[config.mk]
export PLATFORM = sky130hd
export DESIGN_NAME = branch_predictor_flat
export DESIGN_NICKNAME = d
export VERILOG_FILES = /design/src/rtl/branch_predictor_if.sv /design/src/rtl/branch_predictor.sv /design/src/flat_wrapper.sv
export SDC_FILE = /design/constraint.sdc
export NUM_CORES = 1
export LEC_CHECK = 0
export CAP_MARGIN = 10
export CORE_UTILIZATION = 45
export CTS_BUF_LIST = sky130_fd_sc_hd__clkbuf_4
export CTS_CLUSTER_DIAMETER = 80
export DETAILED_ROUTE_END_ITERATION = 16
export HOLD_SLACK_MARGIN = 0.15
export PLACE_DENSITY = 0.77
export SLEW_MARGIN = 20
export SYNTH_ARGS = -nofsm -noshare
export SYNTH_HDL_FRONTEND = slang
export SYNTH_SLANG_ARGS = --single-unit
[constraint.sdc]
create_clock -name clk -period 4.23 [get_ports clk]
set_input_delay 1.0575 -clock clk [delete_from_list [all_inputs] [get_ports clk]]
set_output_delay 1.0575 -clock clk [all_outputs]
set_load 0.01 [all_outputs]
[src/rtl/branch_predictor_if.sv]
// Lookup (DECODE) and resolution (EXECUTE) signals of the branch predictor.
interface branch_predictor_if #(
    parameter int unsigned STAT_W = 32
) ();
    logic              lookup_valid;
    logic [31:0]       lookup_pc;
    logic [31:0]       lookup_offset;
    logic              predict_taken;
    logic [31:0]       predict_target;
    logic              update_valid;
    logic [31:0]       update_pc;
    logic [31:0]       update_offset;
    logic              update_taken;
    logic              update_predicted;
    logic              mispredict;
    logic [31:0]       redirect_pc;
    logic [STAT_W-1:0] stat_branches;
    logic [STAT_W-1:0] stat_mispredicts;

    // Pipeline side: drives lookups and resolutions, consumes predictions.
    modport master (
        output lookup_valid, lookup_pc, lookup_offset,
        output update_valid, update_pc, update_offset, update_taken, update_predicted,
        input  predict_taken, predict_target, mispredict, redirect_pc,
        input  stat_branches, stat_mispredicts
    );

    // Predictor side.
    modport slave (
        input  lookup_valid, lookup_pc, lookup_offset,
        input  update_valid, update_pc, update_offset, update_taken, update_predicted,
        output predict_taken, predict_target, mispredict, redirect_pc,
        output stat_branches, stat_mispredicts
    );
endinterface

[src/rtl/branch_predictor.sv]
// Bimodal branch predictor with static BTFN fallback, mispredict/redirect
// generation and saturating performance counters.
module branch_predictor #(
    parameter int unsigned ENTRIES      = 64,
    parameter int unsigned COUNTER_BITS = 2,
    parameter int unsigned MODE         = 1,
    parameter int unsigned STAT_W       = 32
) (
    input  logic                clk,
    input  logic                reset,
    branch_predictor_if.slave   bp
);
    localparam int unsigned IDX_W = $clog2(ENTRIES);
    localparam logic [COUNTER_BITS-1:0] CNT_MAX  = '1;
    localparam logic [COUNTER_BITS-1:0] CNT_INIT =
        COUNTER_BITS'((64'd1 << (COUNTER_BITS - 1)) - 64'd1);
    localparam logic [STAT_W-1:0] STAT_MAX = '1;

    logic [COUNTER_BITS-1:0] table_q [ENTRIES];
    logic [COUNTER_BITS-1:0] upd_cnt_d;
    logic [IDX_W-1:0]        lkp_idx;
    logic [IDX_W-1:0]        upd_idx;
    logic [STAT_W-1:0]       stat_br_q;
    logic [STAT_W-1:0]       stat_br_d;
    logic [STAT_W-1:0]       stat_mp_q;
    logic [STAT_W-1:0]       stat_mp_d;
    logic                    mispredict_c;

    assign lkp_idx = bp.lookup_pc[IDX_W+1:2];
    assign upd_idx = bp.update_pc[IDX_W+1:2];

    // Zero-latency prediction: sign of the offset (BTFN) or counter MSB.
    always_comb begin
        bp.predict_taken = 1'b0;
        if (bp.lookup_valid) begin
            if (MODE == 0) begin
                bp.predict_taken = bp.lookup_offset[31];
            end else begin
                bp.predict_taken = table_q[lkp_idx][COUNTER_BITS-1];
            end
        end
    end

    assign bp.predict_target = bp.lookup_pc + bp.lookup_offset;

    // Resolution: mispredict flag and the correct fall-through/taken PC.
    assign mispredict_c     = bp.update_valid && (bp.update_taken != bp.update_predicted);
    assign bp.mispredict    = mispredict_c;
    assign bp.redirect_pc   = bp.update_taken ? (bp.update_pc + bp.update_offset)
                                              : (bp.update_pc + 32'd4);

    // Saturating step of the counter being trained.
    always_comb begin
        upd_cnt_d = table_q[upd_idx];
        if (bp.update_taken) begin
            if (upd_cnt_d != CNT_MAX) begin
                upd_cnt_d = upd_cnt_d + COUNTER_BITS'(1);
            end
        end else if (upd_cnt_d != '0) begin
            upd_cnt_d = upd_cnt_d - COUNTER_BITS'(1);
        end
    end

    // Counter table: reset to weakly not-taken, trained only in dynamic mode.
    always_ff @(posedge clk) begin
        if (reset) begin
            for (int i = 0; i < int'(ENTRIES); i++) begin
                table_q[i] <= CNT_INIT;
            end
        end else if (bp.update_valid && (MODE == 1)) begin
            table_q[upd_idx] <= upd_cnt_d;
        end
    end

    // Next values of the saturating statistics counters.
    always_comb begin
        stat_br_d = stat_br_q;
        stat_mp_d = stat_mp_q;
        if (bp.update_valid) begin
            if (stat_br_q != STAT_MAX) begin
                stat_br_d = stat_br_q + STAT_W'(1);
            end
            if (mispredict_c && (stat_mp_q != STAT_MAX)) begin
                stat_mp_d = stat_mp_q + STAT_W'(1);
            end
        end
    end

    // Statistics registers; reset wins over a same-cycle update.
    always_ff @(posedge clk) begin
        if (reset) begin
            stat_br_q <= '0;
            stat_mp_q <= '0;
        end else begin
            stat_br_q <= stat_br_d;
            stat_mp_q <= stat_mp_d;
        end
    end

    assign bp.stat_branches    = stat_br_q;
    assign bp.stat_mispredicts = stat_mp_q;
endmodule

[src/flat_wrapper.sv]
// flat-port wrapper written by rule: the top's interface ports become plain ports
module branch_predictor_flat 
#(
    parameter int unsigned ENTRIES      = 64,
    parameter int unsigned COUNTER_BITS = 2,
    parameter int unsigned MODE         = 1,
    parameter int unsigned STAT_W       = 32
)
  (clk, reset, bp_lookup_valid, bp_lookup_pc, bp_lookup_offset, bp_update_valid, bp_update_pc, bp_update_offset, bp_update_taken, bp_update_predicted, bp_predict_taken, bp_predict_target, bp_mispredict, bp_redirect_pc, bp_stat_branches, bp_stat_mispredicts);
  branch_predictor_if #(.STAT_W(STAT_W)) bp_i ();
  input  logic clk;
  input  logic reset;
  input wire logic [$bits(bp_i.lookup_valid)-1:0] bp_lookup_valid;
  input wire logic [$bits(bp_i.lookup_pc)-1:0] bp_lookup_pc;
  input wire logic [$bits(bp_i.lookup_offset)-1:0] bp_lookup_offset;
  input wire logic [$bits(bp_i.update_valid)-1:0] bp_update_valid;
  input wire logic [$bits(bp_i.update_pc)-1:0] bp_update_pc;
  input wire logic [$bits(bp_i.update_offset)-1:0] bp_update_offset;
  input wire logic [$bits(bp_i.update_taken)-1:0] bp_update_taken;
  input wire logic [$bits(bp_i.update_predicted)-1:0] bp_update_predicted;
  output wire logic [$bits(bp_i.predict_taken)-1:0] bp_predict_taken;
  output wire logic [$bits(bp_i.predict_target)-1:0] bp_predict_target;
  output wire logic [$bits(bp_i.mispredict)-1:0] bp_mispredict;
  output wire logic [$bits(bp_i.redirect_pc)-1:0] bp_redirect_pc;
  output wire logic [$bits(bp_i.stat_branches)-1:0] bp_stat_branches;
  output wire logic [$bits(bp_i.stat_mispredicts)-1:0] bp_stat_mispredicts;
  assign bp_i.lookup_valid = bp_lookup_valid;
  assign bp_i.lookup_pc = bp_lookup_pc;
  assign bp_i.lookup_offset = bp_lookup_offset;
  assign bp_i.update_valid = bp_update_valid;
  assign bp_i.update_pc = bp_update_pc;
  assign bp_i.update_offset = bp_update_offset;
  assign bp_i.update_taken = bp_update_taken;
  assign bp_i.update_predicted = bp_update_predicted;
  assign bp_predict_taken = bp_i.predict_taken;
  assign bp_predict_target = bp_i.predict_target;
  assign bp_mispredict = bp_i.mispredict;
  assign bp_redirect_pc = bp_i.redirect_pc;
  assign bp_stat_branches = bp_i.stat_branches;
  assign bp_stat_mispredicts = bp_i.stat_mispredicts;
  branch_predictor #(.ENTRIES(ENTRIES), .COUNTER_BITS(COUNTER_BITS), .MODE(MODE), .STAT_W(STAT_W)) u_core (.clk(clk), .reset(reset), .bp(bp_i));
endmodule
==> run_summary.xml, run 1 <==
<?xml version="1.0" encoding="UTF-8"?>
<metrics>
  <group name="timing">
    <metric name="max_slew_violation_count" unit="">0</metric>
    <metric name="timing.clock.skew" unit="ns">0.0284</metric>
    <metric name="post-route-min-period" unit="ns">4.36</metric>
    <metric name="max_freq" unit="MHz">230</metric>
    <metric name="timing.final.setup_violations" unit="">14</metric>
    <metric name="timing.max_slew.rel_slack" unit="">0.280</metric>
    <metric name="final.period_utilization" unit="">1.03</metric>
    <metric name="tightest_slew" unit="ns">1.08</metric>
    <metric name="worst_hold_slack" unit="ns">0.520</metric>
    <metric name="finalHoldViolCount" unit="">0</metric>
    <metric name="rsz_0062_raised_after_global_routing" unit="">true</metric>
    <metric name="final_critical_path_setup_slack" unit="ns">-0.127</metric>
  </group>
  <group name="place">
    <metric name="gp_congestion" unit="">0.940</metric>
    <metric name="placedCellCount" unit="">2432</metric>
    <metric name="dpl_worst_slack" unit="ns">-1.05</metric>
    <metric name="dp_hpwl" unit="mm">33.4</metric>
    <metric name="port-buffer-count" unit="">263</metric>
  </group>
  <group name="floorplanning">
    <metric name="ios" unit="">264</metric>
    <metric name="core_area" unit="um^2">31600</metric>
    <metric name="die_area" unit="um^2">32900</metric>
    <metric name="dieHeight" unit="um">181</metric>
    <metric name="initial_core_util" unit="">0.458</metric>
    <metric name="num_rows" unit="">65</metric>
    <metric name="die_span_in_x" unit="um">181</metric>
  </group>
  <group name="min_path">
    <metric name="timing.hold.worst.class" unit="">flip-flop to flip-flop</metric>
  </group>
  <group name="global_routing">
    <metric name="gr-total-overflow" unit="">0</metric>
    <metric name="gr-usage-all-layers" unit="">0.279</metric>
    <metric name="antenna_violations_before_repair" unit="">1</metric>
    <metric name="grt_start_max_net_pins" unit="">105</metric>
    <metric name="grt_pass1_wl" unit="mm">73.8</metric>
    <metric name="grt_pass1_vias" unit="">14500</metric>
  </group>
  <group name="worst_setup_path">
    <metric name="timing.setup.critical_path_class" unit="">input port to primary output</metric>
    <metric name="data_arrival_time_of_the_critical_path" unit="ns">3.30</metric>
    <metric name="setup.worst_path.start" unit="">bp_lookup_offset[0]</metric>
    <metric name="cp-end-kind" unit="">primary output</metric>
    <metric name="worstPathCellList" unit="">buf_6, ha_4, fa_2, a211oi_2, o211a_1, o31ai_4, a311oi_2, o31a_1, nor4_2, a211o_1, buf_2</metric>
    <metric name="critical_path.reg2reg.endpoint" unit="">u_core.table_q[32][0]$_SDFFCE_PN1P_</metric>
    <metric name="cp-endpoint" unit="">bp_predict_target[28]</metric>
    <metric name="critical_path.slowest_cell" unit="">sky130_fd_sc_hd__a311oi_2</metric>
    <metric name="regToRegSetupSlack" unit="ns">1.32</metric>
    <metric name="critical_path_required" unit="ns">3.17</metric>
    <metric name="worstRegToRegCells" unit="">8</metric>
    <metric name="critical_path.max_fanout" unit="">2</metric>
    <metric name="timing.critical_path.slowest_cell_delay" unit="ns">0.38</metric>
    <metric name="worst_r2r_startpoint" unit="">u_core.table_q[63][1]$_SDFFCE_PN0P_</metric>
    <metric name="worst_setup_path_start_kind" unit="">input port</metric>
  </group>
  <group name="outcome">
    <metric name="violated_checks" unit="">setup timing</metric>
    <metric name="outcome" unit="">complete, but fails checks</metric>
  </group>
  <group name="drt">
    <metric name="routed_via_density" unit="">6.03</metric>
    <metric name="detailedRoute.firstIterationViolations" unit="">1288</metric>
    <metric name="drt_pre_antenna_iters" unit="">8</metric>
    <metric name="drt_drc_violations_left" unit="">0</metric>
    <metric name="avgRoutedWirePerCell" unit="um">19.8</metric>
    <metric name="drtAntennaViolNets" unit="">0</metric>
    <metric name="finalWirelength" unit="mm">49.7</metric>
    <metric name="route.vias.total" unit="">15100</metric>
  </group>
  <group name="clocking">
    <metric name="path_clk_slew" unit="ns">0.15</metric>
    <metric name="clockRootBuffer" unit="">sky130_fd_sc_hd__clkbuf_4</metric>
    <metric name="cts_buffers" unit="">17</metric>
    <metric name="cts_sinks" unit="">192</metric>
    <metric name="tritoncts_clock_tree" unit="">done</metric>
    <metric name="worst_case_clock_buffer_depth" unit="">2</metric>
    <metric name="clk_latency" unit="ns">0.60</metric>
    <metric name="htree_num_levels" unit="">4</metric>
  </group>
  <group name="cells_and_area">
    <metric name="final_net_count" unit="">2298</metric>
    <metric name="syn2layout_area_growth" unit="%">44.6</metric>
    <metric name="layout-drive-gt1-share" unit="">0.329</metric>
    <metric name="layout.cells.non_filler" unit="">2513</metric>
    <metric name="fillCellCount" unit="">2362</metric>
  </group>
  <group name="synthesis">
    <metric name="yosys_warns" unit="">0</metric>
    <metric name="netlist-cell-type-count" unit="">77</metric>
    <metric name="flops_latches_synth" unit="">192</metric>
    <metric name="synth.cell_area" unit="um^2">14500</metric>
    <metric name="netlist.top_cell.by_area" unit="">sky130_fd_sc_hd__edfxtp_1</metric>
    <metric name="sequential_fraction_of_the_synthesis_area" unit="">0.354</metric>
    <metric name="yosys-top-cells-area" unit="">sky130_fd_sc_hd__edfxtp_1 27%, sky130_fd_sc_hd__dfxtp_1 8.9%, sky130_fd_sc_hd__ha_1 5.6%</metric>
    <metric name="yosys.area_share.xor_xnor" unit="">0.0769</metric>
    <metric name="ys.flop_type" unit="">sky130_fd_sc_hd__edfxtp_1</metric>
    <metric name="yosys-mux-area-fraction" unit="">0.0766</metric>
    <metric name="synth_enable_flop_cells" unit="">128</metric>
    <metric name="yosys.area.top_type_share" unit="">0.266</metric>
    <metric name="yosys.area_share.adder" unit="">0.0605</metric>
    <metric name="post_synth_inst_count" unit="">1605</metric>
    <metric name="synth_top_family_by_area" unit="">simple AND/OR/NAND/NOR gates</metric>
    <metric name="syn_area_per_cell" unit="um^2">9.01</metric>
    <metric name="synth.net_count" unit="">1806</metric>
    <metric name="synthArstFlopShare" unit="">0</metric>
    <metric name="synth_compound_area_frac" unit="">0.152</metric>
    <metric name="synth_simple_gate_area_share" unit="">0.232</metric>
  </group>
  <group name="power">
    <metric name="power" unit="W">0.00507</metric>
    <metric name="leakagePower" unit="nW">8.15</metric>
    <metric name="worst_ir_drop_vdd" unit="mV">0.173</metric>
    <metric name="power_dens_cells" unit="nW/um^2">242</metric>
  </group>
  <group name="run">
    <metric name="number_of_violations_of_the_max_capacitance_limit" unit="">0</metric>
  </group>
</metrics>
cell type report:
type | instances | area [um^2] | share of cell area
antenna | 1 | 2.50 | 0.000120
clock buffer | 17 | 128 | 0.00610
sequential | 192 | 5120 | 0.245
inverter | 33 | 124 | 0.00592
clock inverter | 15 | 154 | 0.00736
multi-input combinational | 1274 | 10100 | 0.482
tap | 402 | 503 | 0.0240
timing repair buffer | 579 | 4800 | 0.229
kinds of logic (layout without fill, tap and decap cells):
logic type                 Yosys count  after routing
buffers and inverters              139            644
other                                0              1
DFF                                192            192
muxes                               68             68
and+or+nand+nor                    686            686
AOI/OAI and AO/OA                  324            324
xor gates and xnor gates           127            127
adders and majority gates           69             69
cell usage in the layout, fill, tap and decap left out, drive strengths merged, types with 9 or more instances in the layout:
cell and n:
dfxtp 64, xnor2 75, clkdlybuf4s15 16, inv 41
nor2b 9, or3 12, or2 27, and4 13
nand2 145, a21oi 83, edfxtp 128, and2 10
o211ai 12, clkbuf 46, and3 23, nand3 96
nand3b 9, dlygate4sd2 40, mux4 33, o21bai 10
a211oi 13, xor2 52, nor4 12, nor3 98
nor2 165, nand4 34, clkdlybuf4s50 112, a31oi 13
mux2i 23, ha 65, dlymetal6s2s 13, nand2b 18
o21ai 43, a21o 77, buf 369, mux2 12
report_power, final:
part	switching [W]	internal [W]
clock	0.000682	0.000315
combinational	0.00103	0.000995
sequential	0.0000231	0.00203
routing by layer:
| layer | routed length, um | track usage | vias up |
|---|---|---|---|
| met5 | 0 | 0 | - |
| met4 | 2490 | 0.127 | 0 |
| met3 | 4390 | 0.0452 | 216 |
| met2 | 24100 | 0.485 | 857 |
| met1 | 18800 | 0.338 | 7141 |
| li1 | - | - | 6927 |
registers in the layout, summed over array words and instances, names as in the netlist:
name                        cells
u_core.bp.stat_mispredicts     32
u_core.table_q                128
u_core.bp.stat_branches        32
synth_stat cells (all sizes together), types with 12 or more instances:
library cell / instances
nor2: 165
nand2: 145
edfxtp: 128
nor3: 98
nand3: 96
a21oi: 83
a21o: 77
xnor2: 75
clkbuf: 66
ha: 65
dfxtp: 64
xor2: 52
o21ai: 43
buf: 40
nand4: 34
mux4: 33
inv: 32
or2: 27
and3: 23
mux2i: 23
nand2b: 18
a211oi: 13
a31oi: 13
and4: 13
mux2: 12
nor4: 12
o211ai: 12
or3: 12
critical path, delay by kind of cell:
family	cells	cell delay [ns]
AO/OA/AOI/OAI	6	1.45
adder cells (fa/ha/maj)	2	0.49
buffers and inverters	2	0.24
AND/OR/NAND/NOR	1	0.06
timing repair:
| action | 4_1_cts | 5_1_grt |
|---|---|---|
| gates resized for setup | 460 | 190 |
| buffers inserted | 37 | 15 |
| endpoints found under the setup margin | 56 | 49 |
| hold buffers | 0 | 0 |
| cloned | 0 | 0 |
| pin swaps | 116 | 101 |
through the flow:
stage                     area (um^2)  TNS [ns]  utilization
after floorplan                 14500   -0.0306            -
after global placement          19100    -44.56        0.606
after detailed placement        19100    -51.47        0.606
after CTS                       20400    -0.104        0.646
after global routing            20900     -1.86        0.663
final                           20900    -0.726        0.663
worst min-delay path by stage:
stage | cells after the start | to | start | slack [ns]
global placement | 2 | u_core.bp.stat_branches[12]$_SDFFE_PP0P_ | u_core.bp.stat_branches[12]$_SDFFE_PP0P_ | 0.49
finish | 1 | u_core.bp.stat_mispredicts[31]$_SDFFE_PP0P_ | u_core.bp.stat_mispredicts[31]$_SDFFE_PP0P_ | 0.52
global route | 1 | u_core.bp.stat_mispredicts[31]$_SDFFE_PP0P_ | u_core.bp.stat_mispredicts[31]$_SDFFE_PP0P_ | 0.55
floorplan | 2 | u_core.bp.stat_branches[12]$_SDFFE_PP0P_ | u_core.bp.stat_branches[12]$_SDFFE_PP0P_ | 0.51
CTS | 1 | u_core.bp.stat_mispredicts[31]$_SDFFE_PP0P_ | u_core.bp.stat_mispredicts[31]$_SDFFE_PP0P_ | 0.53
detailed placement | 1 | u_core.bp.stat_mispredicts[31]$_SDFFE_PP0P_ | u_core.bp.stat_mispredicts[31]$_SDFFE_PP0P_ | 0.50
Power figures use the tool's default switching activity.
==> run 2, diff against run 1 <==
--- a/config.mk
+++ b/config.mk
@@ -12,6 +12,7 @@
 export DETAILED_ROUTE_END_ITERATION = 16
 export HOLD_SLACK_MARGIN = 0.15
 export PLACE_DENSITY = 0.77
+export SKIP_CTS_REPAIR_TIMING = 1
 export SLEW_MARGIN = 20
 export SYNTH_ARGS = -nofsm -noshare
 export SYNTH_HDL_FRONTEND = slang
==> run_summary.xml, run 2 (synthesis gave the netlist of run 1 again) <==
<?xml version="1.0" encoding="UTF-8"?>
<metrics>
  <group name="outcome">
    <metric name="outcome" unit="">complete, but fails checks</metric>
    <metric name="violated_checks" unit="">setup timing</metric>
  </group>
  <group name="global_routing">
    <metric name="grt_pass1_vias" unit="">13800</metric>
    <metric name="antenna_violations_before_repair" unit="">2</metric>
    <metric name="gr-usage-all-layers" unit="">0.262</metric>
    <metric name="gr-total-overflow" unit="">0</metric>
    <metric name="grt_pass1_wl" unit="mm">69.5</metric>
    <metric name="grt_start_max_net_pins" unit="">105</metric>
  </group>
  <group name="clocking">
    <metric name="clk_latency" unit="ns">0.61</metric>
    <metric name="worst_case_clock_buffer_depth" unit="">2</metric>
    <metric name="path_clk_slew" unit="ns">0.15</metric>
    <metric name="tritoncts_clock_tree" unit="">done</metric>
    <metric name="cts_sinks" unit="">192</metric>
    <metric name="htree_num_levels" unit="">4</metric>
    <metric name="clockRootBuffer" unit="">sky130_fd_sc_hd__clkbuf_4</metric>
    <metric name="cts_buffers" unit="">17</metric>
  </group>
  <group name="drt">
    <metric name="drt_drc_violations_left" unit="">0</metric>
    <metric name="routed_via_density" unit="">5.96</metric>
    <metric name="avgRoutedWirePerCell" unit="um">19.4</metric>
    <metric name="finalWirelength" unit="mm">48.4</metric>
    <metric name="detailedRoute.firstIterationViolations" unit="">1211</metric>
    <metric name="drtAntennaViolNets" unit="">0</metric>
    <metric name="drt_pre_antenna_iters" unit="">7</metric>
    <metric name="route.vias.total" unit="">14800</metric>
  </group>
  <group name="place">
    <metric name="gp_congestion" unit="">0.940</metric>
    <metric name="dpl-instance-area" unit="um^2">19100</metric>
    <metric name="port-buffer-count" unit="">263</metric>
    <metric name="dp_hpwl" unit="mm">33.4</metric>
  </group>
  <group name="min_path">
    <metric name="hold-path-cell-count" unit="">1</metric>
    <metric name="timing.hold.worst.class" unit="">flip-flop to flip-flop</metric>
  </group>
  <group name="floorplanning">
    <metric name="initial_core_util" unit="">0.458</metric>
    <metric name="dieHeight" unit="um">181</metric>
    <metric name="num_rows" unit="">65</metric>
    <metric name="ios" unit="">264</metric>
    <metric name="die_area" unit="um^2">32900</metric>
    <metric name="die_span_in_x" unit="um">181</metric>
    <metric name="core_area" unit="um^2">31600</metric>
  </group>
  <group name="timing">
    <metric name="timing.clock.skew" unit="ns">0.0246</metric>
    <metric name="timing.max_slew.rel_slack" unit="">0.275</metric>
    <metric name="finalHoldViolCount" unit="">0</metric>
    <metric name="final_critical_path_setup_slack" unit="ns">-0.126</metric>
    <metric name="timing.final.setup_violations" unit="">13</metric>
    <metric name="max_freq" unit="MHz">230</metric>
    <metric name="rsz_0062_raised_after_global_routing" unit="">true</metric>
    <metric name="max_slew_violation_count" unit="">0</metric>
    <metric name="post-route-min-period" unit="ns">4.36</metric>
    <metric name="tightest_slew" unit="ns">1.08</metric>
    <metric name="final.period_utilization" unit="">1.03</metric>
  </group>
  <group name="worst_setup_path">
    <metric name="data_arrival_time_of_the_critical_path" unit="ns">3.30</metric>
    <metric name="timing.setup.critical_path_class" unit="">input port to primary output</metric>
    <metric name="critical_path_required" unit="ns">3.17</metric>
    <metric name="worstRegToRegCells" unit="">8</metric>
    <metric name="cp-end-kind" unit="">primary output</metric>
    <metric name="worst_setup_path_start_kind" unit="">input port</metric>
    <metric name="critical_path.max_fanout" unit="">3</metric>
  </group>
  <group name="power">
    <metric name="leakagePower" unit="nW">8.60</metric>
    <metric name="power_dens_cells" unit="nW/um^2">240</metric>
    <metric name="worst_ir_drop_vdd" unit="mV">0.171</metric>
  </group>
  <group name="cells_and_area">
    <metric name="post-route-util" unit="">0.665</metric>
    <metric name="fillCellCount" unit="">2320</metric>
    <metric name="mostFrequentLayoutCell" unit="">sky130_fd_sc_hd__buf_4</metric>
    <metric name="final_net_count" unit="">2272</metric>
    <metric name="largest_register_ff_count" unit="">128</metric>
    <metric name="most-common-layout-cells" unit="">273 x sky130_fd_sc_hd__buf_4, 158 x sky130_fd_sc_hd__nor2_1, 134 x sky130_fd_sc_hd__nand2_1</metric>
    <metric name="layout-drive-gt1-share" unit="">0.300</metric>
    <metric name="regMostFlops" unit="">u_core.table_q</metric>
    <metric name="final_std_cell_area_no_fill" unit="um^2">21000</metric>
    <metric name="syn2layout_area_growth" unit="%">45.2</metric>
  </group>
  <group name="run">
    <metric name="number_of_violations_of_the_max_capacitance_limit" unit="">0</metric>
  </group>
</metrics>
==> run 2: metrics by stage <==
stage | total power (W) | hold slack (ns) | TNS [ns] | cells | worst slack [ns]
final | 0.00504 | 0.520 | -0.535 | 2487 | -0.126
after detailed placement | 0.00382 | 0.503 | -51.47 | 2432 | -1.05
after floorplan | 0.00298 | 0.511 | -0.0306 | 1605 | -0.0264
after global routing | 0.00524 | 0.554 | -1.77 | 2487 | -0.189
after CTS | 0.00479 | 0.526 | -41.87 | 2464 | -1.07
after global placement | 0.00379 | 0.487 | -44.56 | 2432 | -1.01
==> run 2: final timing paths <==
kind / start / end / slack, ns
hold reg to reg: u_core.bp.stat_mispredicts[31]$_SDFFE_PP0P_ / u_core.bp.stat_mispredicts[31]$_SDFFE_PP0P_ / 0.52
hold / removal: u_core.bp.stat_mispredicts[31]$_SDFFE_PP0P_ / u_core.bp.stat_mispredicts[31]$_SDFFE_PP0P_ / 0.52
setup / recovery: bp_update_pc[0] / bp_redirect_pc[20] / -0.13
setup reg to reg: u_core.table_q[63][1]$_SDFFCE_PN0P_ / u_core.table_q[32][0]$_SDFFCE_PN1P_ / 1.36
==> run 2: worst max-delay path, cell delays in order <==
cell and delay, ns:
sky130_fd_sc_hd__buf_6 0.10, sky130_fd_sc_hd__ha_4 0.16, sky130_fd_sc_hd__fa_2 0.44, sky130_fd_sc_hd__a211oi_4 0.29, sky130_fd_sc_hd__o21ai_2 0.13, sky130_fd_sc_hd__a21oi_4 0.20, sky130_fd_sc_hd__o31ai_4 0.08, sky130_fd_sc_hd__a221oi_2 0.24
sky130_fd_sc_hd__buf_4 0.16, sky130_fd_sc_hd__xor2_1 0.19, sky130_fd_sc_hd__o21ai_1 0.07, sky130_fd_sc_hd__dlymetal6s2s_1 0.17
==> run 2: area by class of cell <==
| type | count | area [um^2] | share of cell area |
|---|---|---|---|
| Sequential cell | 192 | 5120 | 0.244 |
| Multi-Input combinational cell | 1274 | 10000 | 0.476 |
| Tap cell | 402 | 503 | 0.0240 |
| Inverter | 33 | 124 | 0.00590 |
| Timing Repair Buffer | 553 | 4960 | 0.236 |
| Clock inverter | 15 | 154 | 0.00733 |
| Antenna cell | 1 | 2.50 | 0.000119 |
| Clock buffer | 17 | 128 | 0.00608 |
==> run 2: report_power, final <==
group          internal [W]  leakage (nW)  switching [W]
clock              0.000315         0.160       0.000683
sequential          0.00203          1.66      0.0000229
combinational      0.000998          6.78       0.000994
total               0.00334          8.60        0.00170
==> run 2: per-layer routing <==
layer  track usage  vias up  wire (um)
li1              -     6871          -
met5             0        -          8
met4        0.0919        2       1830
met2         0.455      752      23900
met3        0.0403      143       3860
met1         0.328     7066      18800
==> run 3, diff against run 2 <==
--- a/config.mk
+++ b/config.mk
@@ -11,7 +11,7 @@
 export CTS_CLUSTER_DIAMETER = 80
 export DETAILED_ROUTE_END_ITERATION = 16
 export HOLD_SLACK_MARGIN = 0.15
-export PLACE_DENSITY = 0.77
+export PLACE_DENSITY = 0.8
 export SKIP_CTS_REPAIR_TIMING = 1
 export SLEW_MARGIN = 20
 export SYNTH_ARGS = -nofsm -noshare
==> run_summary.xml, run 3 (synthesis gave the netlist of run 1 again) <==
<?xml version="1.0" encoding="UTF-8"?>
<metrics>
  <group name="outcome">
    <metric name="outcome" unit="">complete, but fails checks</metric>
    <metric name="violated_checks" unit="">setup timing</metric>
  </group>
  <group name="place">
    <metric name="gp_congestion" unit="">0.960</metric>
    <metric name="dpl_worst_slack" unit="ns">-1.14</metric>
    <metric name="port-buffer-count" unit="">263</metric>
    <metric name="dp_hpwl" unit="mm">34.8</metric>
    <metric name="placedCellCount" unit="">2446</metric>
  </group>
  <group name="cells_and_area">
    <metric name="final_net_count" unit="">2286</metric>
    <metric name="layout-drive-gt1-share" unit="">0.304</metric>
    <metric name="layout.cells.non_filler" unit="">2502</metric>
    <metric name="largest_register_ff_count" unit="">128</metric>
    <metric name="most-common-layout-cells" unit="">280 x sky130_fd_sc_hd__buf_4, 161 x sky130_fd_sc_hd__nor2_1, 142 x sky130_fd_sc_hd__nand2_1</metric>
    <metric name="regMostFlops" unit="">u_core.table_q</metric>
    <metric name="mostFrequentLayoutCell" unit="">sky130_fd_sc_hd__buf_4</metric>
    <metric name="syn2layout_area_growth" unit="%">46.7</metric>
  </group>
  <group name="drt">
    <metric name="avgRoutedWirePerCell" unit="um">20.2</metric>
    <metric name="drt_pre_antenna_iters" unit="">6</metric>
    <metric name="detailedRoute.firstIterationViolations" unit="">1659</metric>
    <metric name="finalWirelength" unit="mm">50.6</metric>
    <metric name="route.vias.total" unit="">15200</metric>
    <metric name="routed_via_density" unit="">6.08</metric>
    <metric name="drtAntennaViolNets" unit="">0</metric>
    <metric name="drt_drc_violations_left" unit="">0</metric>
  </group>
  <group name="worst_setup_path">
    <metric name="cp-end-kind" unit="">primary output</metric>
    <metric name="critical_path_required" unit="ns">3.17</metric>
    <metric name="worst_setup_path_start_kind" unit="">input port</metric>
    <metric name="data_arrival_time_of_the_critical_path" unit="ns">3.40</metric>
    <metric name="timing.setup.critical_path_class" unit="">input port to primary output</metric>
    <metric name="worstRegToRegCells" unit="">8</metric>
    <metric name="critical_path.max_fanout" unit="">3</metric>
  </group>
  <group name="power">
    <metric name="leakagePower" unit="nW">8.72</metric>
    <metric name="power" unit="W">0.00505</metric>
    <metric name="worst_ir_drop_vdd" unit="mV">0.171</metric>
    <metric name="power_dens_cells" unit="nW/um^2">238</metric>
  </group>
  <group name="floorplanning">
    <metric name="num_rows" unit="">65</metric>
    <metric name="die_area" unit="um^2">32900</metric>
    <metric name="ios" unit="">264</metric>
    <metric name="core_area" unit="um^2">31600</metric>
    <metric name="dieHeight" unit="um">181</metric>
    <metric name="die_span_in_x" unit="um">181</metric>
    <metric name="initial_core_util" unit="">0.458</metric>
  </group>
  <group name="min_path">
    <metric name="timing.hold.worst.class" unit="">flip-flop to flip-flop</metric>
    <metric name="hold-path-cell-count" unit="">2</metric>
  </group>
  <group name="clocking">
    <metric name="cts_sinks" unit="">192</metric>
    <metric name="htree_num_levels" unit="">4</metric>
    <metric name="clk_latency" unit="ns">0.59</metric>
    <metric name="tritoncts_clock_tree" unit="">done</metric>
    <metric name="path_clk_slew" unit="ns">0.15</metric>
    <metric name="worst_case_clock_buffer_depth" unit="">2</metric>
    <metric name="clockRootBuffer" unit="">sky130_fd_sc_hd__clkbuf_4</metric>
    <metric name="cts_buffers" unit="">17</metric>
  </group>
  <group name="timing">
    <metric name="setup_tns" unit="ns">-1.01</metric>
    <metric name="max_freq" unit="MHz">225</metric>
    <metric name="final_critical_path_setup_slack" unit="ns">-0.223</metric>
    <metric name="final.period_utilization" unit="">1.05</metric>
    <metric name="max_slew_violation_count" unit="">0</metric>
    <metric name="finalHoldViolCount" unit="">0</metric>
    <metric name="timing.final.setup_violations" unit="">15</metric>
    <metric name="timing.clock.skew" unit="ns">0.0204</metric>
    <metric name="timing.max_slew.rel_slack" unit="">0.340</metric>
    <metric name="tightest_slew" unit="ns">0.975</metric>
    <metric name="rsz_0062_raised_after_global_routing" unit="">true</metric>
    <metric name="post-route-min-period" unit="ns">4.45</metric>
    <metric name="worst_hold_slack" unit="ns">0.520</metric>
  </group>
  <group name="global_routing">
    <metric name="gr-total-overflow" unit="">0</metric>
    <metric name="antenna_violations_before_repair" unit="">1</metric>
    <metric name="gr-usage-all-layers" unit="">0.272</metric>
    <metric name="grt_start_max_net_pins" unit="">77</metric>
    <metric name="grt_pass1_wl" unit="mm">71.9</metric>
    <metric name="grt_pass1_vias" unit="">14100</metric>
  </group>
  <group name="run">
    <metric name="number_of_violations_of_the_max_capacitance_limit" unit="">0</metric>
  </group>
</metrics>
==> run 3: power by group <==
group          internal, W  switching [W]  total [W]
sequential         0.00203      0.0000244    0.00205
combinational      0.00101        0.00102    0.00203
clock             0.000307       0.000653   0.000960
==> run 3: per-stage QoR <==
step | utilization | cell area, um^2
finish | 0.672 | 21200
global route | 0.672 | 21200
CTS | 0.618 | 19500
detailed placement | 0.609 | 19200
global placement | 0.609 | 19200
floorplan | - | 14500
==> run 3: cell type report <==
cell class | instances | area, um^2
multi-input cells | 1274 | 10100
clock buffers | 18 | 135
well taps | 402 | 503
clock inverters | 14 | 135
fillers | 2245 | 10300
diodes | 2 | 5.00
inverters | 33 | 124
repair buffers | 567 | 5130
flip-flops and latches | 192 | 5120
==> run 3: per-layer routing <==
layer | share of wire | GRT usage | up-vias | routed length (um)
met5 | 0 | 0 | - | 0
met4 | 0.039 | 0.0986 | 0 | 1990
met3 | 0.088 | 0.0482 | 185 | 4450
met2 | 0.49 | 0.459 | 939 | 24600
met1 | 0.39 | 0.348 | 7195 | 19600
li1 | - | - | 6893 | -
==> run 3: worst paths after layout <==
check | start | slack [ns] | endpoint
worst max-delay path | bp_update_pc[0] | -0.22 | bp_redirect_pc[28]
worst min register to register | u_core.bp.stat_branches[12]$_SDFFE_PP0P_ | 0.52 | u_core.bp.stat_branches[12]$_SDFFE_PP0P_
worst max register to register | u_core.table_q[63][1]$_SDFFCE_PN0P_ | 1.38 | u_core.table_q[7][0]$_SDFFCE_PN1P_
worst min-delay path | u_core.bp.stat_branches[12]$_SDFFE_PP0P_ | 0.52 | u_core.bp.stat_branches[12]$_SDFFE_PP0P_
==> run 3: worst max-delay path, stage by stage <==
cell and delay, ns:
sky130_fd_sc_hd__buf_6 0.10, sky130_fd_sc_hd__ha_4 0.16, sky130_fd_sc_hd__fa_2 0.43, sky130_fd_sc_hd__a211oi_2 0.28, sky130_fd_sc_hd__o21ai_2 0.13, sky130_fd_sc_hd__a21oi_4 0.21, sky130_fd_sc_hd__o31ai_4 0.08, sky130_fd_sc_hd__a221oi_2 0.28
sky130_fd_sc_hd__buf_4 0.20, sky130_fd_sc_hd__o2111ai_2 0.12, sky130_fd_sc_hd__nor3b_4 0.19, sky130_fd_sc_hd__buf_2 0.14
